<file path="src/rtl/axil4_pkg.sv">
// ---------------------------------------------------------------------------
// axil4_pkg
// Shared definitions for the AXI-Lite line-memory slave:
//   axil4_state_e : controller states
//   RESP_OKAY / RESP_SLVERR : write-response codes
//   GRANT_RD / GRANT_WR     : encoding of the arbiter's last_grant flag
//   resp_code()             : maps an address-error flag to a response code
// ---------------------------------------------------------------------------
package axil4_pkg;

   typedef enum logic [2:0] {
      IDLE       = 3'd0,
      RD_ACC     = 3'd1,
      RD_RESP    = 3'd2,
      WR_COLLECT = 3'd3,
      WR_ACC     = 3'd4,
      WR_RESP    = 3'd5
   } axil4_state_e;

   localparam logic [31:0] RESP_OKAY   = 32'd0;
   localparam logic [31:0] RESP_SLVERR = 32'd2;

   localparam logic GRANT_RD = 1'b0;
   localparam logic GRANT_WR = 1'b1;

   function automatic logic [31:0] resp_code(input logic err);
      if (err) begin
         return RESP_SLVERR;
      end else begin
         return RESP_OKAY;
      end
   endfunction

endpackage

</file>
<file path="src/rtl/axil4_rr_arb.sv">
// ---------------------------------------------------------------------------
// axil4_rr_arb
// Two-requester round-robin arbiter. Bit 0 is the read side, bit 1 the write
// side. The last_grant flag only moves when both sides request in a cycle
// where upd_i is high, so an uncontested transaction leaves the priority
// untouched. After reset last_grant points at read, so write wins first.
// Ports:
//   clk, rst  : clock, synchronous active-high reset
//   req_i[1:0]: {write request, read request}
//   upd_i     : arbitration cycle qualifier (controller idle)
//   gnt_o[1:0]: one-hot grant when contended, otherwise mirrors req_i
// ---------------------------------------------------------------------------
module axil4_rr_arb (
   input  logic       clk,
   input  logic       rst,
   input  logic [1:0] req_i,
   input  logic       upd_i,
   output logic [1:0] gnt_o
);
   import axil4_pkg::*;

   logic last_grant_q;
   logic last_grant_d;

   // Grant and next priority from the current requests
   always_comb begin
      gnt_o        = 2'b00;
      last_grant_d = last_grant_q;
      if (req_i == 2'b11) begin
         if (last_grant_q == GRANT_RD) begin
            gnt_o = 2'b10;
         end else begin
            gnt_o = 2'b01;
         end
         if (upd_i) begin
            last_grant_d = gnt_o[1] ? GRANT_WR : GRANT_RD;
         end else begin
            last_grant_d = last_grant_q;
         end
      end else begin
         gnt_o = req_i;
      end
   end

   // Priority flag register
   always_ff @(posedge clk) begin
      if (rst) begin
         last_grant_q <= GRANT_RD;
      end else begin
         last_grant_q <= last_grant_d;
      end
   end

endmodule

</file>
<file path="src/rtl/axil4_mem_slave.sv">
// ---------------------------------------------------------------------------
// axil4_mem_slave
// AXI-Lite style slave in front of a single-port line array (one line per
// DATA_W/8 bytes). One transaction is in flight at a time; reads and writes
// contending in IDLE are served round-robin by axil4_rr_arb.
// Ports:
//   clk, rst                     : clock, synchronous active-high reset
//   readAddr_*  / readData_*     : read address / read data channels
//   writeAddr_* / writeData_*    : write address / write data (+strobes)
//   writeResp_*                  : write response (0 OKAY, 2 SLVERR)
//   mem_en/we/addr/wdata/bwe     : array request; mem_bwe is per-bit
//   mem_rdata                    : array data, valid one cycle after a read
// Build option:
//   AXIL4_ADDR_CHECK_EN : addresses with bits [31:ADDR_W] set are rejected
//                         (reads return zero, writes return SLVERR, and the
//                         array is not touched). Undefined: upper bits ignored.
// ---------------------------------------------------------------------------
module axil4_mem_slave #(
   parameter int ADDR_W = 16,
   parameter int DATA_W = 128
) (
   input  logic                clk,
   input  logic                rst,
   input  logic [31:0]         readAddr_addr,
   input  logic                readAddr_valid,
   output logic                readAddr_ready,
   output logic [DATA_W-1:0]   readData_data,
   output logic                readData_valid,
   input  logic                readData_ready,
   input  logic [31:0]         writeAddr_addr,
   input  logic                writeAddr_valid,
   output logic                writeAddr_ready,
   input  logic [DATA_W-1:0]   writeData_data,
   input  logic [DATA_W/8-1:0] writeData_strb,
   input  logic                writeData_valid,
   output logic                writeData_ready,
   output logic [31:0]         writeResp_msg,
   output logic                writeResp_valid,
   input  logic                writeResp_ready,
   output logic                mem_en,
   output logic                mem_we,
   output logic [ADDR_W-5:0]   mem_addr,
   output logic [DATA_W-1:0]   mem_wdata,
   output logic [DATA_W-1:0]   mem_bwe,
   input  logic [DATA_W-1:0]   mem_rdata
);
   import axil4_pkg::*;

   localparam int STRB_W = DATA_W / 8;
   localparam int LINE_W = ADDR_W - 4;

   axil4_state_e        state_q,  state_d;
   logic [LINE_W-1:0]   addr_q,   addr_d;
   logic [DATA_W-1:0]   wdata_q,  wdata_d;
   logic [STRB_W-1:0]   strb_q,   strb_d;
   logic [DATA_W-1:0]   rdata_q,  rdata_d;
   logic [31:0]         bmsg_q,   bmsg_d;
   logic                got_aw_q, got_aw_d;
   logic                got_w_q,  got_w_d;
   logic                err_q,    err_d;
   logic                rvalid_q, rvalid_d;
   logic                bvalid_q, bvalid_d;
   logic                mem_en_q, mem_en_d;
   logic                mem_we_q, mem_we_d;

   logic                rd_req_s, wr_req_s, contend_s;
   logic [1:0]          gnt_s;
   logic                ar_rdy_s, aw_rdy_s, w_rdy_s;
   logic                ar_hs_s, aw_hs_s, w_hs_s;
   logic                wr_both_s, wr_err_s;
   logic                rd_addr_err_s, wr_addr_err_s;
   logic                unused_addr_bits_s;

`ifdef AXIL4_ADDR_CHECK_EN
   assign rd_addr_err_s = (readAddr_addr  >> ADDR_W) != 32'd0;
   assign wr_addr_err_s = (writeAddr_addr >> ADDR_W) != 32'd0;
`else
   assign rd_addr_err_s = 1'b0;
   assign wr_addr_err_s = 1'b0;
`endif

   // Byte offset and (without the check) the upper bits carry no meaning here.
   assign unused_addr_bits_s = ^{readAddr_addr[31:ADDR_W],  readAddr_addr[3:0],
                                 writeAddr_addr[31:ADDR_W], writeAddr_addr[3:0]};

   assign rd_req_s  = readAddr_valid;
   assign wr_req_s  = writeAddr_valid | writeData_valid;
   assign contend_s = rd_req_s & wr_req_s;

   axil4_rr_arb u_arb (
      .clk   (clk),
      .rst   (rst),
      .req_i ({wr_req_s, rd_req_s}),
      .upd_i (state_q == IDLE),
      .gnt_o (gnt_s)
   );

   // Channel readies: all open in IDLE except the contention loser's
   always_comb begin
      ar_rdy_s = 1'b0;
      aw_rdy_s = 1'b0;
      w_rdy_s  = 1'b0;
      if (rst) begin
         ar_rdy_s = 1'b0;
         aw_rdy_s = 1'b0;
         w_rdy_s  = 1'b0;
      end else begin
         case (state_q)
            IDLE: begin
               ar_rdy_s = ~(contend_s & gnt_s[1]);
               aw_rdy_s = ~(contend_s & gnt_s[0]);
               w_rdy_s  = ~(contend_s & gnt_s[0]);
            end
            WR_COLLECT: begin
               aw_rdy_s = ~got_aw_q;
               w_rdy_s  = ~got_w_q;
            end
            default: begin
               ar_rdy_s = 1'b0;
               aw_rdy_s = 1'b0;
               w_rdy_s  = 1'b0;
            end
         endcase
      end
   end

   assign readAddr_ready  = ar_rdy_s;
   assign writeAddr_ready = aw_rdy_s;
   assign writeData_ready = w_rdy_s;

   assign ar_hs_s   = readAddr_valid  & ar_rdy_s;
   assign aw_hs_s   = writeAddr_valid & aw_rdy_s;
   assign w_hs_s    = writeData_valid & w_rdy_s;
   assign wr_both_s = (got_aw_q | aw_hs_s) & (got_w_q | w_hs_s);
   assign wr_err_s  = aw_hs_s ? wr_addr_err_s : err_q;

   // Next state, channel captures and array request
   always_comb begin
      state_d  = state_q;
      addr_d   = addr_q;
      wdata_d  = wdata_q;
      strb_d   = strb_q;
      rdata_d  = rdata_q;
      bmsg_d   = bmsg_q;
      got_aw_d = got_aw_q;
      got_w_d  = got_w_q;
      err_d    = err_q;
      rvalid_d = rvalid_q;
      bvalid_d = bvalid_q;
      mem_en_d = 1'b0;
      mem_we_d = 1'b0;

      // Read and write-address handshakes are mutually exclusive by the readies.
      if (ar_hs_s) begin
         addr_d = readAddr_addr[ADDR_W-1:4];
         err_d  = rd_addr_err_s;
      end else if (aw_hs_s) begin
         addr_d   = writeAddr_addr[ADDR_W-1:4];
         err_d    = wr_addr_err_s;
         got_aw_d = 1'b1;
      end else begin
         addr_d = addr_q;
      end

      if (w_hs_s) begin
         wdata_d = writeData_data;
         strb_d  = writeData_strb;
         got_w_d = 1'b1;
      end else begin
         wdata_d = wdata_q;
      end

      case (state_q)
         IDLE: begin
            if (ar_hs_s) begin
               state_d  = RD_ACC;
               mem_en_d = ~rd_addr_err_s;
            end else if (wr_both_s) begin
               state_d  = WR_ACC;
               mem_en_d = ~wr_err_s;
               mem_we_d = ~wr_err_s;
            end else if (aw_hs_s | w_hs_s) begin
               state_d = WR_COLLECT;
            end else begin
               state_d = IDLE;
            end
         end
         RD_ACC: begin
            state_d = RD_RESP;
         end
         RD_RESP: begin
            // First cycle here is when the array data is valid.
            if (!rvalid_q) begin
               rdata_d  = err_q ? {DATA_W{1'b0}} : mem_rdata;
               rvalid_d = 1'b1;
            end else if (readData_ready) begin
               rvalid_d = 1'b0;
               state_d  = IDLE;
            end else begin
               state_d = RD_RESP;
            end
         end
         WR_COLLECT: begin
            if (wr_both_s) begin
               state_d  = WR_ACC;
               mem_en_d = ~wr_err_s;
               mem_we_d = ~wr_err_s;
            end else begin
               state_d = WR_COLLECT;
            end
         end
         WR_ACC: begin
            state_d  = WR_RESP;
            got_aw_d = 1'b0;
            got_w_d  = 1'b0;
         end
         WR_RESP: begin
            if (!bvalid_q) begin
               bvalid_d = 1'b1;
               bmsg_d   = resp_code(err_q);
            end else if (writeResp_ready) begin
               bvalid_d = 1'b0;
               state_d  = IDLE;
            end else begin
               state_d = WR_RESP;
            end
         end
         default: begin
            state_d = IDLE;
         end
      endcase
   end

   // State and holding registers
   always_ff @(posedge clk) begin
      if (rst) begin
         state_q  <= IDLE;
         addr_q   <= {LINE_W{1'b0}};
         wdata_q  <= {DATA_W{1'b0}};
         strb_q   <= {STRB_W{1'b0}};
         rdata_q  <= {DATA_W{1'b0}};
         bmsg_q   <= RESP_OKAY;
         got_aw_q <= 1'b0;
         got_w_q  <= 1'b0;
         err_q    <= 1'b0;
         rvalid_q <= 1'b0;
         bvalid_q <= 1'b0;
         mem_en_q <= 1'b0;
         mem_we_q <= 1'b0;
      end else begin
         state_q  <= state_d;
         addr_q   <= addr_d;
         wdata_q  <= wdata_d;
         strb_q   <= strb_d;
         rdata_q  <= rdata_d;
         bmsg_q   <= bmsg_d;
         got_aw_q <= got_aw_d;
         got_w_q  <= got_w_d;
         err_q    <= err_d;
         rvalid_q <= rvalid_d;
         bvalid_q <= bvalid_d;
         mem_en_q <= mem_en_d;
         mem_we_q <= mem_we_d;
      end
   end

   // Gating with rst kills an array write already scheduled for this cycle.
   assign mem_en          = mem_en_q & ~rst;
   assign mem_we          = mem_we_q & ~rst;
   assign mem_addr        = addr_q;
   assign mem_wdata       = wdata_q;
   assign readData_valid  = rvalid_q & ~rst;
   assign readData_data   = rdata_q;
   assign writeResp_valid = bvalid_q & ~rst;
   assign writeResp_msg   = bmsg_q;

   for (genvar i = 0; i < STRB_W; i++) begin : g_bwe
      assign mem_bwe[i*8 +: 8] = {8{strb_q[i]}};
   end

endmodule

</file>
<file path="config.mk">
export PLATFORM = sky130hd
export DESIGN_NAME = axil4_mem_slave
export DESIGN_NICKNAME = d
export VERILOG_FILES = /design/src/rtl/axil4_pkg.sv /design/src/rtl/axil4_rr_arb.sv /design/src/rtl/axil4_mem_slave.sv
export SDC_FILE = /design/constraint.sdc
export NUM_CORES = 1
export LEC_CHECK = 0
export ABC_AREA = 1
export CORE_AREA = 2 2 306 308
export CTS_BUF_LIST = sky130_fd_sc_hd__clkbuf_4
export DETAILED_ROUTE_END_ITERATION = 10
export DIE_AREA = 0 0 308 310
export PLACE_DENSITY = 0.45
export SYNTH_ARGS = -nofsm -noshare
export SYNTH_HDL_FRONTEND = slang
export SYNTH_SLANG_ARGS = --single-unit
</file>
<file path="constraint.sdc">
create_clock -name clk -period 1.6 [get_ports clk]
set_input_delay 0.16 -clock clk [delete_from_list [all_inputs] [get_ports clk]]
set_output_delay 0.16 -clock clk [all_outputs]
set_load 0.01 [all_outputs]
</file>
==> reports/results.txt <==
worst slew pin tran -> 0.574 ns
CTS tree -> yes
Initial Util -> 12.7%
Final Hold Slack -> 0.179 ns
die height -> 310 um
final hold violations -> 0
Slowest-stage cell, CP -> dfxtp_4
Cell Rows -> 112
clock-pin slew of the registers on the worst-case setup and hold paths -> 0.06 ns
Crit path largest cell delay -> 0.36 ns
total global routing track utilization -> 11.9%
DRC viols -> 0
Die Area -> 95500 um^2
Synth top area share -> 50.6%
post-synth top area cell -> dfxtp_1
hold depth -> 4
synthesized area per cell -> 7.78 um^2
Final min period -> 2.21 ns
wire per inst -> 16.1 um
overall routed net length -> 61700 um
Synth Register Bits -> 296
Crit Path Category -> reg2out
core area -> 92500 um^2
Vias/cell -> 3.70
post-synthesis cell type count -> 24
Root Driver -> clkbuf_4
vias in the first global route -> 14013
crit path buf inv count -> 4
R2R depth -> 10
Endpoint, Worst Hold -> got_aw_q$_SDFFE_PP0P_
Clk Latency, worst-skew pair -> 0.85 ns
DR vias -> 14207
die extent in x -> 308 um
dpl ws -> -0.722 ns
Reg2Reg Setup Slack -> -0.30 ns
setup ws final -> -0.609 ns
Final Cell Area -> 26600 um^2
Seq. cell area -> 6330 um^2
synthesized area -> 11700 um^2
register area share after synthesis -> 50.6%
status -> finished, violations left
Final Setup Violations -> 333
Area Growth Syn to Fin -> 127%
skew final -> 0.0422 ns
Setup crit start kind -> flip-flop
Routability Congestion -> 0.774
CP Cell Sequence -> nor3_4 -> buf_12 -> buf_8 -> nand2_2 -> nor2_1 -> buf_4 -> buf_6
# port buffers -> 706
initial antenna violation count -> 6
r2r endpoint -> mem_addr[8]$_SDFFE_PP0P_
YS warnings -> 0
clock tree buffer depth -> 3
clock sink count -> 296
fmax -> 453 MHz
Max Slew Vio Count -> 0
fill cell count -> 9829
failing checks -> negative setup slack
start of the worst register-to-register path -> state_q[1]$_SDFFE_PP0P_
HP Class -> in2reg
Area after DPL -> 20000 um^2
drt pass-1 iters -> 5
number of CTS-inserted buffers -> 92
LEAKAGE -> 11.5 nW
Tcrit/Tclk final -> 138%
Crit. End Element -> output pin
Largest delay share family, worst path -> buffers and inverters
hold path start -> writeAddr_valid
unrepaired setup endpoints after global routing -> yes
area of the multi-input gates -> 4470 um^2
PwrDens -> 1270 nW/um^2
crit-path max FO -> 3
WP data required -> 1.44 ns
final net count -> 2922
Detail Placement HPWL -> 41000 um
largest net degree at the start of global routing -> 103
Starting DRT DRC Count -> 692
aggregate global routing overflow -> 0
Top Ports -> 778
share of layout cells above drive strength 1 -> 40.8%
DRT antenna net count -> 0
Max IR drop VDD -> 0.000591 V
max-cap viol count -> 0
synth top area cells -> dfxtp_1 (51%), nand2_1 (15%), nand3_1 (12%), buf_4 (9.6%), a21oi_1 (5.9%)
Worst EP arrival -> 2.05 ns
H-tree Lvls -> 3
CP Launch Point -> state_q[1]$_SDFFE_PP0P_
slew margin rel. -> 61.7%
first-pass GRT wire length -> 86100 um
most frequent cells in the layout -> nand2_1 (440), buf_6 (440), clkdlybuf4s50_1 (301), dlygate4sd3_1 (299), nand3_1 (283)
Mapped Cells -> 1504
-- final cells by class --
type | instances | area share, %
clock inverters | 20 | 0.395
multi-input cells | 965 | 16.8
clock buffers | 129 | 3.64
repair inverters | 1 | 0.0612
diodes | 8 | 0.0753
flip-flops and latches | 296 | 23.8
repair buffers | 1204 | 49.1
well taps | 1197 | 5.63
inverters | 19 | 0.442
-- layer usage --
layer  global-route usage (%)  share of wire, %
met4                     4.65               2.8
met1                     14.7                43
met3                     3.71               6.7
met5                        0             0.021
met2                     19.1                47
-- repair_timing --
action | CTS | global route
gates resized for setup | 2471 | 77
pin swaps | 4 | 13
setup endpoints to repair | 696 | 566
setup buffers | 84 | 15
gates cloned | 6 | 13
endpoints found under the hold margin | 296 | 0
hold buffers | 299 | 0
-- worst max-delay path by stage --
| stage | end | cells after the start | slack, ns |
|---|---|---|---|
| finish | readAddr_ready | 7 | -0.61 |
| global route | readAddr_ready | 7 | -0.85 |
| CTS | readAddr_ready | 7 | -0.83 |
| detailed placement | writeAddr_ready | 8 | -0.72 |
| global placement | writeAddr_ready | 8 | -0.75 |
| floorplan | mem_wdata[16]$_SDFFE_PP0P_ | 8 | 0.10 |
-- cells in the mapped netlist --
| cell | instances |
|---|---|
| nor2_1 | 10 |
| nor3_1 | 1 |
| or2_2 | 1 |
| nand2_2 | 1 |
| o21ai_1 | 2 |
| a31oi_1 | 14 |
| nor2_2 | 1 |
| nand3_1 | 291 |
| o21a_1 | 1 |
| buf_1 | 6 |
| o21ai_0 | 15 |
| conb_1 | 1 |
| nand2_1 | 453 |
| buf_2 | 36 |
| buf_4 | 150 |
| nand3_2 | 2 |
| inv_2 | 2 |
| dfxtp_1 | 296 |
| a21oi_1 | 139 |
| nor3_4 | 1 |
| nand4_1 | 1 |
| clkbuf_1 | 62 |
| o31ai_1 | 1 |
| inv_1 | 17 |
-- power by group --
group	switching (mW)	internal (mW)	leakage (nW)	total, mW
Combinational	6.98	8.93	8.26	15.9
Clock	3.57	3.81	0.655	7.38
Sequential	1.14	9.34	2.55	10.5
Total	11.7	22.1	11.5	33.8
-- flip-flops by register name (all words and copies together) (netlist names), 3 cells and up --
name and count:
mem_wdata 128, readData_data 128, strb_q 16, mem_addr 12, state_q 3
-- logic make-up (layout without fill, tap and decap cells) --
kind of cell	Yosys count	count (layout)	synth area share (%)
simple gates	762	762	27.9
flops	296	296	50.6
buf+inv	273	1373	13.9
compound gates	172	172	7.55
other cells	1	39	0.0320
-- tightest hold or removal path, cell delays in order --
cell and delay (ns):
clkdlybuf4s50_1 0.44, buf_4 0.19, nand3_4 0.12, a21oi_1 0.07
-- per-stage QoR --
step	setup TNS, ns	instances	utilization [%]	total power, mW
global route	-102.29	3838	28.7	35.9
finish	-38.26	3839	28.7	33.8
CTS	-81.72	3816	28.2	33.2
detailed placement	-87.91	3279	21.6	22.2
global placement	-88.45	3279	21.6	22.2
floorplan	0	1534	-	15.2
Note: power is estimated with default switching activity, not from simulation.
